===== src/rtl/record_unit_param.sv =====
// record_unit_param: keypad hold-time recorder emitting {key,dur} records
// to a RAM write port at an auto-incrementing address.
// Ports: RCLK, RRSTn (async low), Key, RecordEn, Clear in;
//   WriteEn, Address, Signal, Full, Overflow, Wrapped out (all registered).
// Optional: define REST_RECORD_EN to also record silence as {0,dur}.
module record_unit_param #(
   parameter int KEY_W    = 8,
   parameter int CNT_W    = 4,
   parameter int ADDR_W   = 11,
   parameter int TICK_DIV = 1,
   parameter int WRAP     = 0
) (
   input  logic                    RCLK,
   input  logic                    RRSTn,
   input  logic [KEY_W-1:0]        Key,
   input  logic                    RecordEn,
   input  logic                    Clear,
   output logic                    WriteEn,
   output logic [ADDR_W-1:0]       Address,
   output logic [KEY_W+CNT_W-1:0]  Signal,
   output logic                    Full,
   output logic                    Overflow,
   output logic                    Wrapped
);

   localparam int TW = (TICK_DIV > 1) ? $clog2(TICK_DIV) : 1;
   localparam logic [TW-1:0]    TLAST = TW'(TICK_DIV - 1);
   localparam logic [CNT_W-1:0] DMAX  = '1;
   localparam logic [ADDR_W:0]  DEPTH = {1'b1, {ADDR_W{1'b0}}};
   localparam logic             CIRC  = (WRAP != 0);

   typedef enum logic [1:0] {
      IDLE = 2'd0,
      HOLD = 2'd1,
      EMIT = 2'd2,
      REST = 2'd3
   } state_t;

   state_t            state;
   logic [KEY_W-1:0]  cur;
   logic [KEY_W-1:0]  nxt;
   logic [CNT_W-1:0]  dur;
   logic [TW-1:0]     tick;
   logic [ADDR_W-1:0] ptr;
   logic [ADDR_W:0]   fill;

   logic              tick_done;
   logic [TW-1:0]     tick_nx;
   logic [CNT_W-1:0]  dur_nx;
   logic              do_wr;

   // Shared prescaler/saturating counter step for HOLD and REST.
   assign tick_done = (tick == TLAST);
   assign tick_nx   = tick_done ? '0 : tick + 1'b1;
   assign dur_nx    = (tick_done && dur != DMAX) ? dur + 1'b1 : dur;
   assign do_wr     = RecordEn && (CIRC || !Full);

   always_ff @(posedge RCLK or negedge RRSTn) begin
      if (!RRSTn) begin
         state    <= IDLE;
         cur      <= '0;
         nxt      <= '0;
         dur      <= '0;
         tick     <= '0;
         ptr      <= '0;
         fill     <= '0;
         WriteEn  <= 1'b0;
         Address  <= '0;
         Signal   <= '0;
         Full     <= 1'b0;
         Overflow <= 1'b0;
         Wrapped  <= 1'b0;
      end else if (Clear) begin
         state    <= IDLE;
         dur      <= '0;
         tick     <= '0;
         ptr      <= '0;
         fill     <= '0;
         WriteEn  <= 1'b0;
         Full     <= 1'b0;
         Overflow <= 1'b0;
         Wrapped  <= 1'b0;
      end else begin
         WriteEn <= 1'b0;
         unique case (state)
            IDLE: begin
               if (Key != '0) begin
                  cur   <= Key;
                  dur   <= '0;
                  tick  <= '0;
                  state <= HOLD;
               end
            end
            HOLD: begin
               if (Key == cur) begin
                  tick <= tick_nx;
                  dur  <= dur_nx;
               end else begin
                  nxt   <= Key;
                  state <= EMIT;
               end
            end
            EMIT: begin
               if (do_wr) begin
                  WriteEn <= 1'b1;
                  Signal  <= {cur, dur};
                  Address <= ptr;
                  ptr     <= ptr + 1'b1;
                  if (!CIRC) begin
                     fill <= fill + 1'b1;
                     if (fill + 1'b1 == DEPTH) Full <= 1'b1;
                  end else if (ptr == '1) begin
                     Wrapped <= 1'b1;
                  end
               end else if (RecordEn) begin
                  Overflow <= 1'b1;
               end
               dur  <= '0;
               tick <= '0;
               if (nxt != '0) begin
                  cur   <= nxt;
                  state <= HOLD;
               end else begin
`ifdef REST_RECORD_EN
                  // A silence record is a key record with code 0.
                  cur   <= '0;
                  state <= REST;
`else
                  state <= IDLE;
`endif
               end
            end
            REST: begin
`ifdef REST_RECORD_EN
               if (Key == '0) begin
                  tick <= tick_nx;
                  dur  <= dur_nx;
               end else begin
                  nxt   <= Key;
                  state <= EMIT;
               end
`else
               state <= IDLE;
`endif
            end
            default: state <= IDLE;
         endcase
      end
   end

endmodule


===== config.mk =====
export PLATFORM = sky130hd
export DESIGN_NAME = record_unit_param
export DESIGN_NICKNAME = d
export VERILOG_FILES = /design/src/rtl/record_unit_param.sv
export SDC_FILE = /design/constraint.sdc
export NUM_CORES = 1
export LEC_CHECK = 0
export ABC_AREA = 1
export BUFFER_PORTS_ARGS = -buffer_cell sky130_fd_sc_hd__buf_2
export CAP_MARGIN = 10
export CORE_ASPECT_RATIO = 0.6
export CORE_MARGIN = 8
export CORE_UTILIZATION = 50
export DETAILED_ROUTE_END_ITERATION = 16
export PLACE_DENSITY = 0.7
export SKIP_LAST_GASP = 1
export SYNTH_ARGS = -nofsm -noshare
export SYNTH_HDL_FRONTEND = slang
export SYNTH_SLANG_ARGS = --single-unit

===== constraint.sdc =====
create_clock -name RCLK -period 2 [get_ports RCLK]
set_clock_uncertainty 0.15 [all_clocks]
set_input_delay 0.2 -clock RCLK [delete_from_list [all_inputs] [get_ports RCLK]]
set_output_delay 0.2 -clock RCLK [all_outputs]
set_load 0.01 [all_outputs]

-- Yosys cells after proc, flatten, opt, wreduce, memory -nomap -nowiden
Cells that the tools add are included.
- register bits: 72
- bits of input ports: 12
- output and inout bits: 27
- word-level logic and storage cells: 88
- add/subtract/negate cells: 4
- equality and inequality tests: 13
- muxes and demuxes: 35
- bitwise gates (word level): 3
- reduce and logical (&&, ||, !) cells: 21
- operators with widths (operator ; count):
    2-to-1 mux 12 bit ; 3
    2-to-1 mux 11 bit ; 3
    2-to-1 mux 1 bit ; 16
    2-to-1 mux 4 bit ; 4
    2-to-1 mux 8 bit ; 2
    case mux 8 bit (2 select lines) ; 1
    nonzero test 8 bit ; 2
    AND reduction 3 bit ; 5
    adder 12 x 1 -> 12 bit (second input constant) ; 1
    equality test 12 bit (second input constant) ; 1
    inequality test 3 bit (second input constant) ; 4
    case mux 4 bit (3 select lines) ; 1
    adder 11 x 1 -> 11 bit (second input constant) ; 1
    nonzero test 2 bit ; 5
    equality test 8 bit ; 1
    case mux 2 bit (4 select lines) ; 1
    AND reduction 4 bit ; 2
    2-to-1 mux 2 bit ; 3
    inequality test 2 bit (second input constant) ; 3
    adder 4 x 1 -> 4 bit (second input constant) ; 1
    equality test 2 bit (second input constant) ; 2
    inequality test 4 bit (second input constant) ; 1
    AND reduction 2 bit ; 2
    nonzero test 4 bit ; 1
    7 further kinds ; 10

-- Longest topological paths before layout
- word-level depth: 6
- depth in mapped cells: 11
- gate-level depth less buffers: 11

-- Worst setup path before layout
No wires, ideal clock.
- kind: register -> register
- from: register fill[1]
- to: register Full
- setup time: 73 ps
- arrival time: 1310 ps
- data required time: 1777 ps
- setup slack: 467 ps
- cell stages (with the launch flop): 10
- period minus slack after synthesis: 1533 ps
- path through: dfrtp_1 ha_1 nand3_2 nor2_4 nand2_2 nand2_2 nand3_1 nor2_1 nand2_1 a21oi_2
- longest elaborated chain between the ends: 4
- RTL lines (what ; RTL line ; RTL):
    start, declared ; 45 ; logic [ADDR_W:0] fill;
    start signal, assigned ; 110 ; fill <= fill + 1'b1;
    adder 12 x 1 -> 12 bit ; 111 ; if (fill + 1'b1 == DEPTH) Full <= 1'b1;
    equality test 12 bit ; 111 ;
    nonzero test 2 bit (no source line) ; -- ;
    AND reduction 3 bit (no source line) ; -- ;
    end signal, assigned ; 70 ; Full <= 1'b0;
    end signal, assigned ; 80 ; Full <= 1'b0;
    end signal, assigned ; 111 ;
    end, declared ; 21 ; output logic Full,
No other way between the ends.
A chain may end at the register's enable or synchronous reset.

-- Worst setup path after layout
- from: input port Key[2]
- to: register state[0]
- longest elaborated chain between the ends: 3
- RTL lines (what ; RTL line ; RTL):
    start, declared ; 15 ; input logic [KEY_W-1:0] Key,
    equality test 8 bit / nonzero test 8 bit (equally long branches) ; 95, 87 ;
    inequality test 3 bit (no source line) ; -- ;
    AND reduction 2 bit (no source line) * ; -- ;
    end signal, assigned ; 91 ; state <= HOLD;
    end signal, assigned ; 100 ; state <= EMIT;
    end signal, assigned ; 122 ; state <= HOLD;
    end, declared ; 39 ; state_t state;
Mark *: on every way between the ends. The rest lies on a longest branch, timed or not.

==> results by group <==
Outcome
  – Status: completed

STA
  – Fin. Hold Viols: 0
  – Setup_tns: 0 ns
  – RSZ-0062 raised after global routing: no
  – Final worst path period share: 95.5%
  – Finish-stage setup viols: 0
  – Rel. slew slack: between 50% and 60%
  – Max Freq: about 520 MHz
  – Slew Viols, Final: 0
  – Slew @ Worst Pin: approximately 0.71 ns
  – Fin worst setup slack: between 0.09 and 0.1 ns
  – Final min period: 1.91 ns

Logic synthesis
  – Syn Inst Count: 431
  – Mapped Area: roughly 3500 sq um
  – Syn nets: 447
  – Syn Area/Cell: 8.09 sq um
  – Sequential-to-total area share from yosys stat: ~51%
  – FF+latch count, synth: ~70
  – Warning count from the yosys run: 0
  – Synth cell types: 30

Cells and area
  – Fill cell count: between 500 and 600
  – Utilization after layout: around 60%
  – Nets@finish: 493
  – Area Overhead vs Synth: 18.2%
  – Layout cell share with drive strength beyond 1: 16.6%
  – Post-route cell area: 4120 sq um
  – Antenna diodes: 0

Place
  – Post-DP HPWL: 5690 um
  – Number of I/O port buffers: 37
  – Post-DP Area: 3790 sq um
  – Setup slack at placement: 0.196 ns
  – Gpl congestion: 0.811

Setup path
  – Crit path kind: primary input to register
  – WP data required: 2.04 ns
  – Crit path DAT: 1.95 ns
  – Worst Setup Start Kind: primary input
  – CP Max Fanout: 17
  – Crit path capture type: register

Clock network
  – # H-tree levels: 3
  – Post-CTS Setup Repair Bufs: 0
  – Clock Pin Slew Worst Setup and Hold Paths: 0.06 ns
  – Worst skew pair latency: 0.33 ns
  – Clock root buffer: clkbuf_16
  – CTS tree: yes
  – TritonCTS Buffers: 9
  – Clock sink count: 71
  – CTS Buffer Depth: 2

Global route
  – Congestion Overflow GR: 0
  – Global Route Usage Sum: approximately 17%
  – First-pass GRT wire length: 13500 um
  – Vias in the first global route: 2736
  – Pin count of the biggest net entering global routing: 54
  – Initial antenna violation count: 0

Floorplanning
  – Core area: 6710 sq um
  – Die area: around 10000 sq um
  – IO Pins: 39
  – Initial Util: between 50% and 60%
  – Die Width: between 100 and 150 um
  – Rows: 23
  – Die Y: about 80 um

Power and ir drop
  – Switching Fraction: between 20% and 30%
  – Internal: 0.00271 W
  – Leakage: 2.12 nW
  – Pwr Total: approximately 0.0036 W
  – Clk pwr share: about 44%
  – Power density over cell area: 881 nW/um^2
  – NetSw: ~0.00092 W
  – Register share of total power: 45.7%
  – Logic pwr share: 10.8%
  – VDD IR max: about 0.62 mV

Route
  – WL final: around 8100 um
  – DR vias: between 2000 and 3000
  – # DRC: 0
  – Pre-Repair DR Iteration Count: 6
  – WL/cell: roughly 14 um
  – Via density: 5.12
  – Initial DRC count: 278
  – Routed Antenna Nets: 0

Run
  – Max-cap violation count: 0

Worst hold path
  – Worst min-delay path class: primary input to register
[power by group through the flow]
stage	Combinational, W	Clock, W	Sequential [W]
after detailed placement	0.000388	0	0.00168
after floorplan	0.000201	0	0.00169
after global placement	0.000381	0	0.00168
after global routing	0.000446	0.00167	0.00168
final	0.000390	0.00158	0.00166
after CTS	0.000398	0.00161	0.00166
[layer usage]
metal	wire length, um	part of all wire (%)	global-route usage [%]
met3	746	9.2	6.79
met5	0	0	0
met2	3230	40	23.6
met4	67	0.82	5.38
met1	4100	50	24.9
[what timing repair did]
item / 4_1_cts / 5_1_grt
endpoints found under the hold margin: 21 / 0
hold buffers: 4 / 0
setup endpoints to repair: 0 / 1
resized for setup: 0 / 1
[kinds of logic after synthesis]
logic type,synth area share (%)
other cells,0.108
fa+ha+maj,1.43
simple gates,28.6
xor+xnor,2.01
flops,50.9
compound gates,9.79
buf+inv,7.10
[critical path: stages]
cell and delay, ns:
dlygate4sd3_1 0.53, buf_2 0.15, nor4_1 0.39, buf_4 0.19, nand2_1 0.05, nand3_2 0.26
o21ai_0 0.17
[final timing paths]
kind,startpoint,endpoint,slack [ns],cells past startpoint
worst max register to register,state[0],Address[5],0.18,7
worst min register to register,Signal[11],Signal[11],0.31,2
max in group asynchronous,RRSTn,cur[1],0.88,3
min in group asynchronous,RRSTn,dur[2],0.19,2
worst min-delay path,Key[0],nxt[0],0.01,3
worst max-delay path,Key[2],state[0],0.09,7
[through the flow]
| stage | instances | hold slack [ns] |
|---|---|---|
| 5_1_grt | 569 | 0.0227 |
| 3_5_place_dp | 549 | 0.0198 |
| 2_1_floorplan | 431 | -0.246 |
| 3_3_place_gp | 549 | 0.0163 |
| 4_1_cts | 569 | 0.00185 |
| 6_report | 569 | 0.0117 |
[sequential cells by signal, indices dropped and copies added (netlist names), 2 cells and up]
| register | flops |
|---|---|
| Signal | 12 |
| fill | 12 |
| Address | 11 |
| ptr | 11 |
| cur | 8 |
| nxt | 8 |
| dur | 4 |
| state | 2 |
[placed cells by master, fill, tap and decap left out, types with 2 or more instances in the layout]
master	n
clkbuf_1	2
buf_4	5
xor2_1	8
nand3_1	23
nor2_4	2
nor3_2	3
inv_2	3
o221ai_1	2
a31oi_1	2
dlygate4sd3_1	4
nand2_4	2
buf_12	2
o22ai_1	7
nand2_1	144
ha_1	3
nor4_1	5
inv_1	44
nor2_1	27
buf_2	37
nor3_1	2
clkinv_2	3
dfrtp_1	71
nor2_2	2
nand3_2	3
clkbuf_16	9
o21ai_1	10
nand2_2	4
nand4_1	6
a21oi_1	3
o21ai_0	37
[Yosys cell counts]
master / n / area (sq um)
a21oi_1: 3 / 15.0
a21oi_2: 1 / 8.76
a22o_1: 1 / 8.76
a31oi_1: 2 / 12.5
buf_2: 9 / 45.0
buf_4: 3 / 22.5
clkbuf_1: 1 / 3.75
conb_1: 1 / 3.75
dfrtp_1: 71 / 1780
ha_1: 4 / 50.1
inv_1: 44 / 165
inv_2: 3 / 11.3
nand2_1: 144 / 541
nand2_2: 4 / 25.0
nand2_4: 2 / 22.5
nand3_1: 23 / 115
nand3_2: 3 / 30.0
nand4_1: 6 / 37.5
nor2_1: 27 / 101
nor2_2: 2 / 12.5
nor2_4: 2 / 22.5
nor2_8: 1 / 20.0
nor3_1: 2 / 10.0
nor3_2: 3 / 30.0
nor4_1: 5 / 31.3
o21ai_0: 37 / 185
o21ai_1: 10 / 50.1
o221ai_1: 2 / 17.5
o22ai_1: 7 / 43.8
xor2_1: 8 / 70.1
[layout make-up]
| class | count | area [sq um] | share of cell area (%) |
|---|---|---|---|
| well taps | 87 | 109 | 2.64 |
| flip-flops and latches | 71 | 1780 | 43.1 |
| inverters | 47 | 176 | 4.28 |
| clock inverters | 4 | 45.0 | 1.09 |
| repair buffers | 48 | 303 | 7.34 |
| clock buffers | 12 | 246 | 5.98 |
| multi-input cells | 300 | 1470 | 35.6 |
Note: power is estimated with default switching activity, not from simulation.
